[src/rtl/pipelined_addsub_pkg.sv]
// Shared constants and elaboration-time helpers for the pipelined adder/subtractor.
// Stage count and per-stage slice widths are derived here so the top and bench agree.
package addsub_pkg;

   localparam logic OP_ADD = 1'b0;
   localparam logic OP_SUB = 1'b1;

   function automatic int stages_f(input int width, input int seg);
      return (width + seg - 1) / seg;
   endfunction

   // The last slice takes whatever bits remain, so it may be narrower than seg.
   function automatic int slice_w_f(input int width, input int seg, input int k);
      return ((width - k * seg) < seg) ? (width - k * seg) : seg;
   endfunction

endpackage

[src/rtl/pipelined_addsub_if.sv]
// Operand/result stream bundle for pipelined_addsub.
// Both sides use valid/ready: a beat moves on a rising edge where valid && ready; valid holds until then.
interface pipelined_addsub_if #(
   parameter int WIDTH = 8
);

   logic             in_valid;
   logic             in_ready;
   logic [WIDTH-1:0] a;
   logic [WIDTH-1:0] b;
   logic             cin;
   logic             sub;
   logic             out_valid;
   logic             out_ready;
   logic [WIDTH-1:0] sum;
   logic             cout;
   logic             ovf;

   modport master (
      output in_valid, a, b, cin, sub, out_ready,
      input  in_ready, out_valid, sum, cout, ovf
   );

   modport slave (
      input  in_valid, a, b, cin, sub, out_ready,
      output in_ready, out_valid, sum, cout, ovf
   );

endinterface

[src/rtl/pipelined_addsub_slice.sv]
// One pipeline stage: adds one operand slice plus incoming carry and registers sum, carry, valid.
// ovf_q is the signed-overflow flag of this slice's top bit; only the final slice's copy is meaningful.
module addsub_slice #(
   parameter int SW = 4
) (
   input  logic          clk,
   input  logic          rst_n,
   input  logic          en,
   input  logic          v_in,
   input  logic          c_in,
   input  logic [SW-1:0] a_s,
   input  logic [SW-1:0] b_s,
   output logic          v_q,
   output logic          c_q,
   output logic          ovf_q,
   output logic [SW-1:0] s_q
);

   logic [SW:0] total;

   assign total = {1'b0, a_s} + {1'b0, b_s} + {{SW{1'b0}}, c_in};

   always_ff @(posedge clk or negedge rst_n) begin
      if (!rst_n) begin
         v_q   <= 1'b0;
         c_q   <= 1'b0;
         ovf_q <= 1'b0;
         s_q   <= '0;
      end else if (en) begin
         v_q   <= v_in;
         c_q   <= total[SW];
         ovf_q <= (a_s[SW-1] == b_s[SW-1]) && (total[SW-1] != a_s[SW-1]);
         s_q   <= total[SW-1:0];
      end
   end

endmodule

[src/rtl/pipelined_addsub.sv]
// Pipelined WIDTH-bit add/subtract: one SEG-bit ripple slice per stage, valid/ready on both sides.
// Subtraction is a + ~b + !cin, so cout=1 means "no borrow".
module pipelined_addsub
   import addsub_pkg::*;
#(
   parameter int WIDTH = 8,
   parameter int SEG   = 4
) (
   input logic                clk,
   input logic                rst_n,
   pipelined_addsub_if.slave  bus
);

   localparam int STAGES = stages_f(WIDTH, SEG);

   logic             adv;
   // w[k]: word entering stage k; slices below k already hold results, the rest still hold operand a.
   logic [WIDTH-1:0] w  [STAGES+1];
   logic [WIDTH-1:0] bw [STAGES];
   logic             c  [STAGES+1];
   logic             v  [STAGES+1];
   logic             ov [STAGES];

   // Whole pipe moves together; a bubble at the output never blocks it.
   assign adv          = bus.out_ready || !bus.out_valid;
   assign bus.in_ready = adv;

   assign w[0]  = bus.a;
   assign bw[0] = (bus.sub == OP_SUB) ? ~bus.b : bus.b;
   assign c[0]  = bus.cin ^ (bus.sub == OP_SUB);
   assign v[0]  = bus.in_valid;

   for (genvar k = 0; k < STAGES; k++) begin : g_stage
      localparam int               LO   = k * SEG;
      localparam int               SW   = slice_w_f(WIDTH, SEG, k);
      localparam logic [WIDTH-1:0] MASK = ({WIDTH{1'b1}} >> (WIDTH - SW)) << LO;

      logic [WIDTH-1:0] w_q;
      logic [SW-1:0]    s_q;

      addsub_slice #(.SW(SW)) u_slice (
         .clk   (clk),
         .rst_n (rst_n),
         .en    (adv),
         .v_in  (v[k]),
         .c_in  (c[k]),
         .a_s   (w[k][LO+SW-1:LO]),
         .b_s   (bw[k][LO+SW-1:LO]),
         .v_q   (v[k+1]),
         .c_q   (c[k+1]),
         .ovf_q (ov[k]),
         .s_q   (s_q)
      );

      always_ff @(posedge clk or negedge rst_n) begin
         if (!rst_n) begin
            w_q <= '0;
         end else if (adv) begin
            w_q <= w[k];
         end
      end

      assign w[k+1] = (w_q & ~MASK) | (WIDTH'(s_q) << LO);

      // Operand b only needs to travel as far as the last slice that consumes it.
      if (k < STAGES - 1) begin : g_b
         logic [WIDTH-1:0] b_q;

         always_ff @(posedge clk or negedge rst_n) begin
            if (!rst_n) begin
               b_q <= '0;
            end else if (adv) begin
               b_q <= bw[k];
            end
         end

         assign bw[k+1] = b_q;
      end
   end

   assign bus.out_valid = v[STAGES];
   assign bus.sum       = w[STAGES];
   assign bus.cout      = c[STAGES];
   assign bus.ovf       = ov[STAGES-1];

endmodule
[src/flat_wrapper.sv]
// flat-port wrapper written by rule: the top's interface ports become plain ports
module pipelined_addsub_flat import addsub_pkg::*;
#(
   parameter int WIDTH = 8,
   parameter int SEG   = 4
)
  (clk, rst_n, bus_in_valid, bus_a, bus_b, bus_cin, bus_sub, bus_out_ready, bus_in_ready, bus_out_valid, bus_sum, bus_cout, bus_ovf);
  pipelined_addsub_if #(.WIDTH(WIDTH)) bus_i ();
  input logic clk;
  input logic rst_n;
  input wire logic [$bits(bus_i.in_valid)-1:0] bus_in_valid;
  input wire logic [$bits(bus_i.a)-1:0] bus_a;
  input wire logic [$bits(bus_i.b)-1:0] bus_b;
  input wire logic [$bits(bus_i.cin)-1:0] bus_cin;
  input wire logic [$bits(bus_i.sub)-1:0] bus_sub;
  input wire logic [$bits(bus_i.out_ready)-1:0] bus_out_ready;
  output wire logic [$bits(bus_i.in_ready)-1:0] bus_in_ready;
  output wire logic [$bits(bus_i.out_valid)-1:0] bus_out_valid;
  output wire logic [$bits(bus_i.sum)-1:0] bus_sum;
  output wire logic [$bits(bus_i.cout)-1:0] bus_cout;
  output wire logic [$bits(bus_i.ovf)-1:0] bus_ovf;
  assign bus_i.in_valid = bus_in_valid;
  assign bus_i.a = bus_a;
  assign bus_i.b = bus_b;
  assign bus_i.cin = bus_cin;
  assign bus_i.sub = bus_sub;
  assign bus_i.out_ready = bus_out_ready;
  assign bus_in_ready = bus_i.in_ready;
  assign bus_out_valid = bus_i.out_valid;
  assign bus_sum = bus_i.sum;
  assign bus_cout = bus_i.cout;
  assign bus_ovf = bus_i.ovf;
  pipelined_addsub #(.WIDTH(WIDTH), .SEG(SEG)) u_core (.clk(clk), .rst_n(rst_n), .bus(bus_i));
endmodule
[config.mk]
export PLATFORM = sky130hd
export DESIGN_NAME = pipelined_addsub_flat
export DESIGN_NICKNAME = d
export VERILOG_FILES = /design/src/rtl/pipelined_addsub_pkg.sv /design/src/rtl/pipelined_addsub_if.sv /design/src/rtl/pipelined_addsub_slice.sv /design/src/rtl/pipelined_addsub.sv /design/src/flat_wrapper.sv
export SDC_FILE = /design/constraint.sdc
export NUM_CORES = 1
export LEC_CHECK = 0
export BUFFER_PORTS_ARGS = -buffer_cell sky130_fd_sc_hd__buf_2
export CORE_MARGIN = 8
export CORE_UTILIZATION = 53
export CTS_CLUSTER_SIZE = 16
export DETAILED_ROUTE_END_ITERATION = 6
export MAX_ROUTING_LAYER = met4
export PLACE_DENSITY = 0.79
export SETUP_SLACK_MARGIN = 0.2
export SYNTH_ARGS = -nofsm -noshare
export SYNTH_HDL_FRONTEND = slang
export SYNTH_HIERARCHICAL = 1
export SYNTH_SLANG_ARGS = --single-unit
[constraint.sdc]
create_clock -name clk -period 1.88 [get_ports clk]
set_input_delay 0 -clock clk [delete_from_list [all_inputs] [get_ports clk]]
set_output_delay 0 -clock clk [all_outputs]
set_load 0.02 [all_outputs]
Yosys cells after proc, flatten, opt, wreduce, memory -nomap -nowiden
Cells that the tools add are included.
{"block": "word_totals", "reg_bits": 33, "in_bits": 22, "wordCells": 24}
{"block": "op_classes", "n_eq_ne": 2, "reduce_logical": 3, "add_sub_neg": 4, "bitwise": 4, "mux": 1}
{"op": "$add 4x4->5", "count": 2}
{"op": "$add 5x1->5", "count": 2}
{"op": "$mux 8", "count": 1}
{"op": "$not 8->8", "count": 1}
{"op": "$or 4x8->8", "count": 1}
{"op": "$or 8x4->8", "count": 1}
{"op": "$eq 1x1->1", "count": 1}
{"op": "$logic_and 1x1->1", "count": 1}
{"op": "$logic_not 1->1", "count": 1}
{"op": "$logic_or 1x1->1", "count": 1}
{"op": "$ne 1x1->1", "count": 1}
{"op": "$xor 1x1->1", "count": 1}

Logic depth before layout (Yosys ltp)
{"block": "logic_depth", "word_depth": 5, "mapped_depth": 8, "depth_no_buf": 7}

By module
Netlist, hierarchy kept.
{"mod": "addsub_slice", "instances": 2, "area_per_inst_um2": 426.7, "cells_each": 38}
{"mod": "pipelined_addsub", "instances": 1, "area_per_inst_um2": 584.3, "cells_each": 36}

Worst setup path before layout
OpenSTA, ideal clock, no wires.
{"block": "synth_timing", "kind": "flip-flop to flip-flop", "startpoint": "register u_core.g_stage[0].u_slice.c_q", "endpoint": "register u_core.g_stage[1].u_slice.s_q[3]", "path_slack_ns": 0.265, "required_ns": 1.760, "path_stages_with_launch": 5, "arrival_ns": 1.496, "setup_ns": 0.120, "n_path_buf": 0, "path_cell_list": "dfrtp_1 -> fa_1 -> and3_4 -> or3_1 -> a31o_1"}
{"block": "synth_between", "elab_chain_len": 1}
{"element": "start, declared", "line": "pipelined_addsub_slice.sv:14", "rtl": "output logic c_q,"}
{"element": "start signal, assigned", "line": "pipelined_addsub_slice.sv:31", "rtl": "c_q <= total[SW];"}
{"element": "$add 5x1->5", "line": "pipelined_addsub_slice.sv:21", "rtl": "assign total = {1'b0, a_s} + {1'b0, b_s} + {{SW{1'b0}}, c_in};"}
{"element": "end signal, assigned", "line": "pipelined_addsub_slice.sv:33", "rtl": "s_q <= total[SW-1:0];"}
{"element": "end, declared", "line": "pipelined_addsub_slice.sv:16", "rtl": "output logic [SW-1:0] s_q"}
Every way passes these cells.
A chain may end at the register's enable or synchronous reset.

Final worst setup path
Same ends and word-level chain as after synthesis.

==> metrics.txt <==
outcome=finished, final reports clean; Post-Syn Nets=138; Synth Warn #=6; Worst Hold End=u_core/g_stage[0].u_slice/c_q; WHS=68.6 ps; R2R Path Start=u_core/g_stage[0].u_slice/c_q; GR Util met1=14.5%; R2R cell count=4; initial core utilization=55.8%; Via density=5.15; layout cells sized above 1=39.0%; first-pass GRT wire length=4380 um; # rows=18; chip width=67.1 um; setup violators final=0; CTS tree=done; RSZ-0062 raised after global routing=yes; io pins=34; Die Footprint=4500 um^2; antenna violations before repair=0; Max Clock Freq=607 MHz; slowest stage delay, CP=430 ps; CTS max path bufs=2; core area=2480 um^2; CP delay by family, top=simple AND/OR/NAND/NOR gates; Root Buffer=clkbuf_4; Routed Antenna Nets=0; met2 Use GR=22.1%; number of global-route vias before repair=954; Min-Delay Startpoint=bus_a[3]; # port buffers=33; syn avg cell area=13.0 um^2; Leakage=0.838 nW; die height=67.1 um; filler cell count=214; Relative slew margins=63.3%; Req. time, crit path=2090 ps; Worst Setup Start Kind=flip-flop; Ant. Diodes=0; sequential cell area=626 um^2; worst path cell trace=fa_2 -> and3_4 -> or3_1 -> a31o_1; Final Max Slew Viols=0; Max Cap Viol=0; final hold violation count=0; DRC Markers=0; final wirelength=2620 um; cell area after synthesis=1380 um^2; Crit-path slowest cell=dfrtp_1; hpwl dp=1980 um; Peak VDD IR=810 uV; final worst path period need=1650 ps; Wirelength per Cell=14.9 um; Slew @ Worst Pin=551 ps; FF-to-FF setup slack=230 ps; arrival time worst endpoint=1850 ps; multi-input logic area=684 um^2; Final Power=1.84 mW; Reg clk slew, reported paths=140 ps; Placer Congestion=0.743; DRT iter0 DRCs=12; total track usage=13.0%; Cell Pwr Density=1120 nW/um^2; Reg-to-Reg End=u_core/g_stage[1].u_slice/s_q[3]; Final #Nets=179; hold path depth=4; crit path max fanout=4; GR Overflow Total=0; H-tree levels=1; worst min-delay path class=input port to flip-flop; met3 Use GR=3.02%; Detailed Routing Iterations Pass 1=3; vias=907; total negative slack=0 ps; CTS Buf Count=3; clk_skew=14.3 ps; period utilization=87.7%; WS Path Type=flip-flop to flip-flop; Worst-Skew Late Latency=310 ps; buffers and inverters on the worst path=0; CP endpoint kind=flip-flop; Synth Instances=106; largest net degree at the start of global routing=32; Sink Count=25; P&R area growth vs syn=19.3%; GRT busiest layer=met2
area by class of cell:
type | count | area share (%)
clock buffers | 4 | 1.59
repair buffers | 40 | 14.1
flip-flops and latches | 25 | 38.0
multi-input cells | 66 | 41.5
inverters | 11 | 2.51
well taps | 30 | 2.28
worst max path at each step:
stage                                  startpoint                          endpoint  slack, ps  cells after the start
floorplan           u_core/g_stage[0].u_slice/c_q  u_core/g_stage[1].u_slice/s_q[3]        260                      4
global placement                          bus_sub  u_core/g_stage[0].u_slice/s_q[3]        230                      6
detailed placement                        bus_sub  u_core/g_stage[0].u_slice/s_q[2]        140                      7
CTS                 u_core/g_stage[0].u_slice/c_q  u_core/g_stage[1].u_slice/s_q[3]        230                      4
global route        u_core/g_stage[0].u_slice/c_q  u_core/g_stage[1].u_slice/s_q[3]        180                      4
finish              u_core/g_stage[0].u_slice/c_q  u_core/g_stage[1].u_slice/s_q[3]        230                      4
placed cells by master, fill, tap and decap left out, types with 4 or more instances in the layout:
master,n
buf_2,33
dfrtp_1,25
inv_1,11
xor2_1,9
mux2_4,9
mux2_2,7
dlygate4sd3_1,6
ha_1,6
nor2b_1,4
o21ai_0,4
through the flow:
step | util (%) | cell area [um^2] | worst slack, ps | instances
floorplan | - | 1380 | 265 | 106
global placement | 62.6 | 1550 | 229 | 165
detailed placement | 62.6 | 1550 | 141 | 165
CTS | 66.2 | 1640 | 232 | 175
global route | 66.5 | 1650 | 183 | 176
finish | 66.5 | 1650 | 232 | 176
report_power, final:
group	leakage [nW]	total, mW	internal [mW]	switching (mW)
Combinational	0.530	0.795	0.390	0.405
Sequential	0.293	0.811	0.710	0.101
Clock	0.0150	0.234	0.0828	0.151
Total	0.838	1.84	1.18	0.657
sequential cells by signal, indices dropped and copies added (netlist names):
signal	cells
u_core/g_stage.u_slice/c_q	2
u_core/g_stage.u_slice/v_q	2
u_core/g_stage.u_slice/s_q	8
u_core/g_stage.w_q	8
u_core/g_stage.u_slice/ovf_q	1
u_core/g_stage.g_b.b_q	4
metal layers:
metal	vias up	part of all wire, %
met3	2	5.7
met4	0	0.38
met5	-	0
li1	435	-
met1	450	42
met2	20	52
what timing repair did:
item	4_1_cts	5_1_grt
endpoints found under the setup margin	1	1
buffers inserted	0	1
hold buffers	6	0
gates resized for setup	1	0
pin swaps	0	0
endpoints found under the hold margin	30	0
tightest hold or removal path, stage by stage:
cell and delay [ps]:
buf_2 80, ha_1 130, inv_1 40, a31oi_1 110
No activity file was read; power rests on OpenSTA's default activity.
